===== src/rtl/tuple_pkt_sync_pkg.sv =====
// rtl/tuple_pkt_sync_pkg.sv - shared encodings and stream widths for the tuple/packet synchroniser
package tuple_pkt_sync_pkg;

    localparam int DATA_W  = 256;
    localparam int KEEP_W  = 32;
    localparam int TUPLE_W = 128;

    typedef enum logic [1:0] {
        ST_IDLE = 2'b00,
        ST_PASS = 2'b01,
        ST_GAP  = 2'b10
    } state_t;

endpackage


===== src/rtl/tuple_fifo.sv =====
// rtl/tuple_fifo.sv - synchronous FIFO with extra-MSB wrap pointers; push while full is ignored
module tuple_fifo #(
    parameter int WIDTH = 128,
    parameter int DEPTH = 4
) (
    input  logic             clk,
    input  logic             rst,
    input  logic             push,
    input  logic [WIDTH-1:0] din,
    input  logic             pop,
    output logic [WIDTH-1:0] head,
    output logic             empty,
    output logic             full
);

    localparam int AW = $clog2(DEPTH);

    logic [WIDTH-1:0] mem [DEPTH];
    logic [AW:0]      wr_ptr;
    logic [AW:0]      rd_ptr;
    logic             do_push;
    logic             do_pop;

    assign empty   = (wr_ptr == rd_ptr);
    assign full    = (wr_ptr[AW] != rd_ptr[AW]) && (wr_ptr[AW-1:0] == rd_ptr[AW-1:0]);
    assign do_pop  = pop && !empty;
    // a same-cycle pop frees the slot, so a push into a full FIFO still lands
    assign do_push = push && (!full || do_pop);
    assign head    = mem[rd_ptr[AW-1:0]];

    always_ff @(posedge clk) begin
        if (rst) begin
            wr_ptr <= '0;
            rd_ptr <= '0;
        end else begin
            if (do_push) wr_ptr <= wr_ptr + {{AW{1'b0}}, 1'b1};
            if (do_pop)  rd_ptr <= rd_ptr + {{AW{1'b0}}, 1'b1};
        end
    end

    always_ff @(posedge clk) begin
        if (do_push) mem[wr_ptr[AW-1:0]] <= din;
    end

endmodule


===== src/rtl/tuple_pkt_sync.sv =====
// rtl/tuple_pkt_sync.sv - holds each packet until its tuple is queued, then passes it with the tuple held stable
module tuple_pkt_sync
    import tuple_pkt_sync_pkg::*;
#(
    parameter int TUPLE_DEPTH = 4,
    parameter int CNT_W       = 16
) (
    input  logic               tsync_aclk,
    input  logic               tsync_arst,
    input  logic               tsync_avalid,
    output logic               tsync_aready,
    input  logic [DATA_W-1:0]  tsync_adata,
    input  logic [KEEP_W-1:0]  tsync_akeep,
    input  logic               tsync_atlast,
    input  logic               tsync_tvalid,
    input  logic [TUPLE_W-1:0] tsync_tdata,
    output logic               tsync_bvalid,
    input  logic               tsync_bready,
    output logic [DATA_W-1:0]  tsync_bdata,
    output logic [KEEP_W-1:0]  tsync_bkeep,
    output logic               tsync_btlast,
    output logic               tsync_tout_valid,
    output logic [TUPLE_W-1:0] tsync_tout_data,
    output logic               tsync_ovf,
    output logic [CNT_W-1:0]   tsync_pkt_cnt,
    output logic [CNT_W-1:0]   tsync_drop_cnt,
    output logic [1:0]         dbg_state
);

    state_t             state;
    state_t             state_nxt;
    logic [TUPLE_W-1:0] fifo_head;
    logic               fifo_empty;
    logic               fifo_full;
    logic               load_tuple;
    logic               xfer_last;
    logic               drop;

    assign load_tuple = (state == ST_IDLE) && !fifo_empty;
    assign xfer_last  = (state == ST_PASS) && tsync_avalid && tsync_bready && tsync_atlast && !tsync_arst;
    assign drop       = tsync_tvalid && fifo_full && !xfer_last;

    tuple_fifo #(
        .WIDTH (TUPLE_W),
        .DEPTH (TUPLE_DEPTH)
    ) u_tuple_fifo (
        .clk   (tsync_aclk),
        .rst   (tsync_arst),
        .push  (tsync_tvalid),
        .din   (tsync_tdata),
        .pop   (xfer_last),
        .head  (fifo_head),
        .empty (fifo_empty),
        .full  (fifo_full)
    );

    assign tsync_bdata  = tsync_adata;
    assign tsync_bkeep  = tsync_akeep;
    assign tsync_btlast = tsync_atlast;
    assign dbg_state    = state;

    always_ff @(posedge tsync_aclk) begin
        if (tsync_arst) state <= ST_IDLE;
        else            state <= state_nxt;
    end

    always_comb begin
        state_nxt    = state;
        tsync_aready = 1'b0;
        tsync_bvalid = 1'b0;
        case (state)
            ST_IDLE: if (!fifo_empty) state_nxt = ST_PASS;
            ST_PASS: begin
                tsync_bvalid = tsync_avalid;
                tsync_aready = tsync_bready;
                if (xfer_last) state_nxt = ST_GAP;
            end
            ST_GAP:  state_nxt = ST_IDLE;
            default: state_nxt = ST_IDLE;
        endcase
        // a reset cycle mid-packet must not forward the beat on the wires
        if (tsync_arst) begin
            tsync_aready = 1'b0;
            tsync_bvalid = 1'b0;
        end
    end

    always_ff @(posedge tsync_aclk) begin
        if (tsync_arst) begin
            tsync_tout_valid <= 1'b0;
            tsync_tout_data  <= '0;
            tsync_ovf        <= 1'b0;
            tsync_pkt_cnt    <= '0;
            tsync_drop_cnt   <= '0;
        end else begin
            // head is copied once at packet start so later pushes cannot disturb it
            if (load_tuple) begin
                tsync_tout_data  <= fifo_head;
                tsync_tout_valid <= 1'b1;
            end
            if (xfer_last) begin
                tsync_tout_valid <= 1'b0;
                tsync_pkt_cnt    <= tsync_pkt_cnt + {{(CNT_W-1){1'b0}}, 1'b1};
            end
            if (drop) begin
                tsync_ovf <= 1'b1;
                if (tsync_drop_cnt != {CNT_W{1'b1}})
                    tsync_drop_cnt <= tsync_drop_cnt + {{(CNT_W-1){1'b0}}, 1'b1};
            end
        end
    end

endmodule


===== config.mk =====
export PLATFORM = sky130hd
export DESIGN_NAME = tuple_pkt_sync
export DESIGN_NICKNAME = d
export VERILOG_FILES = /design/src/rtl/tuple_pkt_sync_pkg.sv /design/src/rtl/tuple_fifo.sv /design/src/rtl/tuple_pkt_sync.sv
export SDC_FILE = /design/constraint.sdc
export NUM_CORES = 1
export LEC_CHECK = 0
export BUFFER_PORTS_ARGS = -buffer_cell sky130_fd_sc_hd__buf_2
export CAP_MARGIN = 20
export CORE_AREA = 2 2 345 347
export DETAILED_ROUTE_END_ITERATION = 10
export DIE_AREA = 0 0 347 349
export SYNTH_ARGS = -nofsm -noshare
export SYNTH_HDL_FRONTEND = slang
export SYNTH_SLANG_ARGS = --single-unit

===== constraint.sdc =====
create_clock -name tsync_aclk -period 8.5 [get_ports tsync_aclk]
set_clock_uncertainty 0.2 [all_clocks]
set_input_delay 0.425 -clock tsync_aclk [delete_from_list [all_inputs] [get_ports tsync_aclk]]
set_output_delay 0.425 -clock tsync_aclk [all_outputs]
set_load 0.02 [all_outputs]

==> metrics.txt, run 1 <==
Synth Area in Adders=0.00325; Die Span Y=349 um; Initial Util=0.230; H-tree levels=3; Synth area leaders=edfxtp_1 (57%), dfxtp_1 (13%), mux4_2 (11%), buf_4 (8.1%), nand2_1 (3.7%); clock-pin slew of the registers on the worst-case setup and hold paths=60 ps; Mapped Avg Cell Area=15.5 um2; fin crit period=4060 ps; post-route cell area=0.0317 mm2; CP peak stage delay=790 ps; CTS Buf Count=71; sequential-to-total area share from yosys stat=0.696; DR vias/cell=4.27; max frequency=246 MHz; number of global-route vias before repair=14900; Sink Count=682; worst min path class=in2reg; post-synth top area share=0.570; Slew headroom=0.168; required time worst endpoint=8530 ps; hold depth=4; startpoint types=input pin; top-count cell post-synth=edfxtp_1; async set-reset flop share out of synthesis=0; vias post-DR=14900; Slew Limit Fails=0; Root Buffer=clkbuf_16; setup repair after global routing missed its margin=false; Switch Pwr=1.83 mW; Cell Rows=126; Synth Instances=1744; I/O pins=877; switching share of power=0.242; area delta synth->final=17.4%; Final #Nets=2320; Combinational Power Share=0.088; Pre-antenna DRT Iters=6; Core Region=0.117 mm2; Arr. time, crit path=4090 ps; R2R depth=5; final setup vio count=0; # DRC=0; clock share of power=0.403; Hold Vio Cnt, Final=0; XOR/XNOR share of the synthesized area=0.00904; clock latency on the worst-skew pair=630 ps; drt first-iter violations=934; Clock Tree Buf Depth=3; Synth cell types=48; CTS tree=yes; Power Density=239 mW/mm2; Post-synth EDFFs=512; Syn Std Cell Area=0.0270 mm2; reg2reg end=u_tuple_fifo.mem[0][89]$_DFFE_PP_; post-route clock period utilization=0.477; simple-gate area share of the yosys netlist=0.0587; status=finished, final reports clean; PortBufs=300; antenna violations before repair=7; WHS Endpoint=u_tuple_fifo.wr_ptr[2]$_SDFFE_PP0P_; Post-synth top cells=edfxtp_1 (512), buf_4 (290), nand2_1 (267); main combinational cell family by area after synthesis=multiplexers; worst hold path startpoint=tsync_tvalid; post-synth net total=2173; DP HPWL=81500 um; share of layout cells above drive strength 1=0.292; WS Path Type=in2reg; first-pass GRT wire length=139000 um; synthesized flop and latch total=682; max cap viols=0; final WL=107000 um; Die X-Extent=347 um; pin count of the biggest net entering global routing=129; mux share of post-synthesis cell area=0.108; Yosys top cell by area=edfxtp_1; die area=0.121 mm2; Post-Place Cell Area=0.0281 mm2; CP Max Fanout=60; reg2reg start=dbg_state[0]$_SDFFE_PP0P_; post-DR wirelength/cell=30.5 um; Synth Area in Compound Gates=0.0312; flop-to-flop setup slack=4690 ps; worst path cell trace=dlygate4sd3_1 > buf_6 > or3b_4 > nor2_2 > o21a_1 > and2_4 > buf_4; Worst setup EP type=register; CP max stage cell=and2_4; Synth Flop Type=edfxtp_1; maximum vdd drop=0.000176 V; Slew @ Worst Pin=1250 ps; Tot GR Track Use=0.169; antenna-violating nets left=0; sequential share of power=0.509; gpl congestion=0.938; Yosys warning count=0; internal power=5.75 mW; Final TNS setup=0 ps; leak pwr=10.7 nW; GRT overflow=0
[state kept, by name, indices dropped and copies added (netlist names)]
register / flops
dbg_state: 2
tsync_drop_cnt: 16
tsync_ovf: 1
tsync_pkt_cnt: 16
tsync_tout_data: 128
tsync_tout_valid: 1
u_tuple_fifo.mem: 512
u_tuple_fifo.rd_ptr: 3
u_tuple_fifo.wr_ptr: 3
[worst max-delay path: cells and delay by family]
| kind | cells | cell delay [ps] |
|---|---|---|
| buffers and inverters | 3 | 1600 |
| and+or+nand+nor | 3 | 1550 |
| AOI/OAI and AO/OA | 1 | 340 |
[placed cells by master (no fill, tap or decap), types with 3 or more instances in the layout]
| master | netlist | final |
|---|---|---|
| inv_1 | 5 | 5 |
| ha_1 | 7 | 7 |
| mux4_2 | 128 | 128 |
| nand4_1 | 12 | 12 |
| nor2_1 | 35 | 35 |
| dfxtp_1 | 170 | 168 |
| o31ai_1 | 4 | 4 |
| clkbuf_8 | 0 | 8 |
| edfxtp_1 | 512 | 512 |
| buf_2 | 23 | 299 |
| buf_12 | 0 | 3 |
| nor4_1 | 8 | 8 |
| and2_1 | 9 | 4 |
| nand2_1 | 267 | 266 |
| xor2_1 | 16 | 16 |
| clkbuf_16 | 0 | 74 |
| xnor2_1 | 10 | 10 |
| nor3_1 | 3 | 3 |
| clkinvlp_4 | 0 | 3 |
| and2_4 | 0 | 5 |
| nand3b_1 | 4 | 4 |
| clkbuf_1 | 50 | 14 |
| or4_1 | 4 | 4 |
| and4_1 | 7 | 7 |
| dlygate4sd3_1 | 0 | 129 |
| buf_4 | 290 | 11 |
| clkinv_1 | 0 | 11 |
| diode_2 | 0 | 4 |
| a21oi_1 | 135 | 135 |
| clkinv_2 | 0 | 11 |
| nand3_1 | 9 | 9 |
[metrics by stage]
step | std cells | total power, mW | util | hold slack (ps) | worst slack [ps]
final | 3490 | 7.58 | 0.270 | 162 | 4440
after global routing | 3490 | 7.85 | 0.270 | 145 | 4280
after CTS | 3486 | 7.67 | 0.270 | 101 | 4440
after detailed placement | 3225 | 4.55 | 0.239 | 243 | 4390
after global placement | 3225 | 4.54 | 0.239 | 238 | 4450
after floorplan | 1744 | 4.47 | - | 298 | 3380
[cells by family after synthesis]
family,Yosys count
AO/OA/AOI/OAI,154
XOR/XNOR,27
adder cells (fa/ha/maj),7
buffers and inverters,374
flip-flops,682
multiplexers,131
AND/OR/NAND/NOR,369
[power groups by stage]
stage / registers (mW) / logic [mW] / clock network, mW
2_1_floorplan: 4.00 / 0.468 / 0
4_1_cts: 3.86 / 0.680 / 3.13
3_3_place_gp: 3.92 / 0.620 / 0
5_1_grt: 3.87 / 0.724 / 3.26
6_report: 3.85 / 0.669 / 3.06
3_5_place_dp: 3.92 / 0.626 / 0
[final cells by class]
type / count / area (um2)
multi-input combinational: 688 / 5690
timing repair buffer: 443 / 2940
clock buffer: 96 / 2010
clock inverter: 36 / 304
sequential: 682 / 18800
fill: 11800 / 85800
inverter: 5 / 18.8
antenna: 4 / 10.0
tap: 1536 / 1920
[per-layer routing]
metal,vias up,wire length [um],track usage
met1,7395,28100,0.133
met4,6,2710,0.0466
met5,-,138,0.00680
met2,976,51800,0.284
li1,6431,-,-
met3,107,23800,0.172
[worst max-delay path by stage]
stage / from / endpoint / slack [ps] / depth (start not counted)
after floorplan: tsync_arst / u_tuple_fifo.mem[0][0]$_DFFE_PP_ / 3380 / 5
after global placement: tsync_arst / u_tuple_fifo.mem[0][48]$_DFFE_PP_ / 4450 / 6
after detailed placement: tsync_arst / u_tuple_fifo.mem[0][48]$_DFFE_PP_ / 4390 / 6
after CTS: tsync_arst / u_tuple_fifo.mem[0][98]$_DFFE_PP_ / 4440 / 7
after global routing: tsync_arst / u_tuple_fifo.mem[0][98]$_DFFE_PP_ / 4280 / 7
final: tsync_arst / u_tuple_fifo.mem[0][89]$_DFFE_PP_ / 4440 / 7
[timing repair]
| item | CTS | global route |
|---|---|---|
| hold endpoints to repair | 556 | 0 |
| gates resized for setup | 0 | 0 |
| buffers inserted | 0 | 0 |
| hold buffers | 129 | 0 |
(Power assumes the default switching activity.)
==> run 2, diff against run 1 <==
--- a/config.mk
+++ b/config.mk
@@ -5,11 +5,12 @@
 export SDC_FILE = /design/constraint.sdc
 export NUM_CORES = 1
 export LEC_CHECK = 0
+export ABC_AREA = 1
 export BUFFER_PORTS_ARGS = -buffer_cell sky130_fd_sc_hd__buf_2
 export CAP_MARGIN = 20
-export CORE_AREA = 2 2 345 347
+export CORE_AREA = 2 2 341 343
 export DETAILED_ROUTE_END_ITERATION = 10
-export DIE_AREA = 0 0 347 349
+export DIE_AREA = 0 0 343 345
 export SYNTH_ARGS = -nofsm -noshare
 export SYNTH_HDL_FRONTEND = slang
 export SYNTH_SLANG_ARGS = --single-unit
==> constraint.sdc (replaced) <==
create_clock -name tsync_aclk -period 3.9 [get_ports tsync_aclk]
set_clock_uncertainty 0.2 [all_clocks]
set_input_delay 0.195 -clock tsync_aclk [delete_from_list [all_inputs] [get_ports tsync_aclk]]
set_output_delay 0.195 -clock tsync_aclk [all_outputs]
set_load 0.02 [all_outputs]
==> run 2 against run 1 <==
  * Synthesized cell count grew 40%
  * Combinational power grew to 3.1 times the previous value
  * Critical endpoint is now u_tuple_fifo.mem[2][111]$_DFFE_PP_
  * Register-to-register slack lost 3700 ps
  * Design area grew 3.3%
  * First-iteration DRC count grew 60%
  * Sequential share of layout area shrank 1.9 points
  * Via count grew 25%
==> metrics.txt, run 2 <==
Hold Vio Cnt, Final=0 (unchanged); CP Max Fanout=16 (-73%); Die Span Y=345 um (-1.1%); Die X-Extent=343 um (-1.2%); Mapped Avg Cell Area=11.5 um2 (-26%); fill count=11900 (+0.77%); Worst setup EP type=register; max reg flops=512 (unchanged); Core Region=0.115 mm2 (-2.0%); share of layout cells above drive strength 1=0.215 (-0.0774); drt first-iter violations=1491 (+60%); WS Path Type=reg2reg; Post-Place Cell Area=0.0291 mm2 (+3.7%); number of global-route vias before repair=17400 (+17%); Sink Count=682 (unchanged); post-route cell area=0.0327 mm2 (+3.3%); Multi-input gate area=0.00625 mm2 (+9.8%); Min Hold Slack=148 ps (-14.6 ps); max cap viols=0 (unchanged); # resized after CTS=0 (unchanged); Synth Flop Type=edfxtp_1; post-synth net total=2873 (+32%); async set-reset flop share out of synthesis=0 (unchanged); Root Buffer=clkbuf_16; fin crit period=2950 ps; Slew Limit Fails=0 (unchanged); antenna-violating nets left=0 (unchanged); maximum vdd drop=0.000423 V (+140%); Power Density=531 mW/mm2 (+120%); startpoint types=register; first-pass GRT wire length=155000 um (+12%); worst min path class=in2reg; Yosys top cell by area=edfxtp_1; final WL=118000 um (+11%); CTS Buf Count=69 (-2.8%); Final #Nets=2988 (+29%); Slew headroom=0.277 (+0.109); Cell Rows=125 (-0.79%); DR vias/cell=4.50 (+5.2%); Yosys warning count=0 (unchanged); Slew @ Worst Pin=1090 ps (-163 ps); Initial Util=0.243 (+0.0136); Synth area leaders=edfxtp_1 (55%), dfxtp_1 (12%), buf_4 (8.0%), o21ai_0 (7.0%), nor2_1 (6.2%); sequential-to-total area share from yosys stat=0.670 (-0.0256); post-route clock period utilization=0.756; Post-synth top cells=edfxtp_1 (512), nor2_1 (461), o21ai_0 (394); top-count cell post-synth=edfxtp_1; pin count of the biggest net entering global routing=197 (+53%); WHS Endpoint=u_tuple_fifo.mem[1][71]$_DFFE_PP_; DP HPWL=89300 um (+9.5%); antenna violations before repair=2 (-5); # DRC=0 (unchanged); hold depth=2 (-2); H-tree levels=3 (unchanged); Synth Instances=2444 (+40%); clock-pin slew of the registers on the worst-case setup and hold paths=70 ps (about the same); post-DR wirelength/cell=28.4 um (-6.9%); most common cell after layout, fill and taps aside=edfxtp_1; Synth cell types=35 (-27%); clock latency on the worst-skew pair=610 ps (-20 ps); worst path cell trace=inv_1 > nor2_1 > nand3_2 > nand3_1 > nand2_1 > nor2_4 > buf_4; gpl congestion=0.938 (unchanged); die area=0.118 mm2 (-2.3%); Clock Tree Buf Depth=3 (unchanged); required time worst endpoint=4010 ps (-4520 ps); Reg area=0.0188 mm2 (unchanged); CTS tree=yes; Post-synth EDFFs=512 (unchanged); area delta synth->final=16.9%; final setup vio count=0 (unchanged); reg2reg end=u_tuple_fifo.mem[2][111]$_DFFE_PP_; status=finished, final reports clean; PortBufs=300 (unchanged); Syn Std Cell Area=0.0280 mm2 (+3.8%); R2R depth=7 (+2); Arr. time, crit path=3060 ps (-1030 ps); synthesized flop and latch total=682 (unchanged); Critical Path Start=dbg_state[0]$_SDFFE_PP0P_; CP max stage cell=nor2_4; CP peak stage delay=770 ps (-20 ps); Pre-antenna DRT Iters=7 (+1); GRT overflow=0 (unchanged); leak pwr=11.7 nW (+9.3%); post-synth top area share=0.549 (-0.0210); I/O pins=877 (unchanged); setup repair after global routing missed its margin=false; worst hold path startpoint=tsync_tdata[71]; max frequency=339 MHz; Tot GR Track Use=0.190 (+0.0210); reg2reg start=dbg_state[0]$_SDFFE_PP0P_; vias post-DR=18600 (+25%); flop-to-flop setup slack=950 ps (-3740 ps); most frequent cells in the layout=edfxtp_1 (512), nor2_1 (457), o21ai_0 (394)
[run 2: per-stage QoR]
| stage | cells | power [mW] | setup slack (ps) | TNS, ps | utilization |
|---|---|---|---|---|---|
| detailed placement | 3879 | 10.7 | 911 | 0 | 0.253 |
| CTS | 4139 | 17.6 | 888 | 0 | 0.284 |
| global placement | 3879 | 10.7 | 904 | 0 | 0.253 |
| finish | 4143 | 17.4 | 951 | 0 | 0.284 |
| floorplan | 2444 | 10.3 | -1280 | -650020 | - |
| global route | 4141 | 18.0 | 773 | 0 | 0.284 |
[run 2: how the worst max path moves through the flow]
stage                                               endpoint  cells after the start
after floorplan             u_tuple_fifo.mem[3][0]$_DFFE_PP_                      6
after global placement    u_tuple_fifo.mem[2][121]$_DFFE_PP_                      7
after detailed placement   u_tuple_fifo.mem[2][46]$_DFFE_PP_                      7
after CTS                 u_tuple_fifo.mem[2][111]$_DFFE_PP_                      7
after global routing       u_tuple_fifo.mem[2][43]$_DFFE_PP_                      8
final                     u_tuple_fifo.mem[2][111]$_DFFE_PP_                      7
[run 2: power by group]
group	internal (mW)	leakage, nW	switching, mW	total (mW)
Combinational	0.675	4.46	1.37	2.05
Sequential	8.33	6.10	0.264	8.59
Clock	3.93	1.13	2.82	6.75
[run 2: cell families after synthesis]
logic type / count (synthesis) / share of synthesized area
buffers and inverters: 470 / 0.108
adder cells (fa/ha/maj): 7 / 0.00313
XOR/XNOR: 12 / 0.00375
AO/OA/AOI/OAI: 560 / 0.106
AND/OR/NAND/NOR: 713 / 0.109
flip-flops: 682 / 0.670
[run 2: final cells by class]
type / instances / area share
Sequential cell: 682 / 0.574
Inverter: 46 / 0.00569
Multi-Input combinational cell: 1292 / 0.191
Antenna cell: 4 / 0.000306
Tap cell: 1524 / 0.0582
Clock buffer: 93 / 0.0592
Timing Repair Buffer: 468 / 0.101
Clock inverter: 34 / 0.0112
[run 2: critical path, delay by kind of cell (launching register included)]
family                 cells  cell delay (ps)
DFF                        1              370
and+or+nand+nor            5             1680
buffers and inverters      2              370
[run 2: timing repair]
item,CTS,global route
buffers inserted,0,0
hold endpoints to repair,538,0
hold buffers,133,0
[run 2: layer usage]
layer | GRT usage | up-vias | share of wire
met5 | 0.0192 | - | 0.0026
met4 | 0.0474 | 4 | 0.023
met3 | 0.184 | 131 | 0.22
met2 | 0.323 | 1124 | 0.49
met1 | 0.152 | 8901 | 0.26
li1 | - | 8474 | -
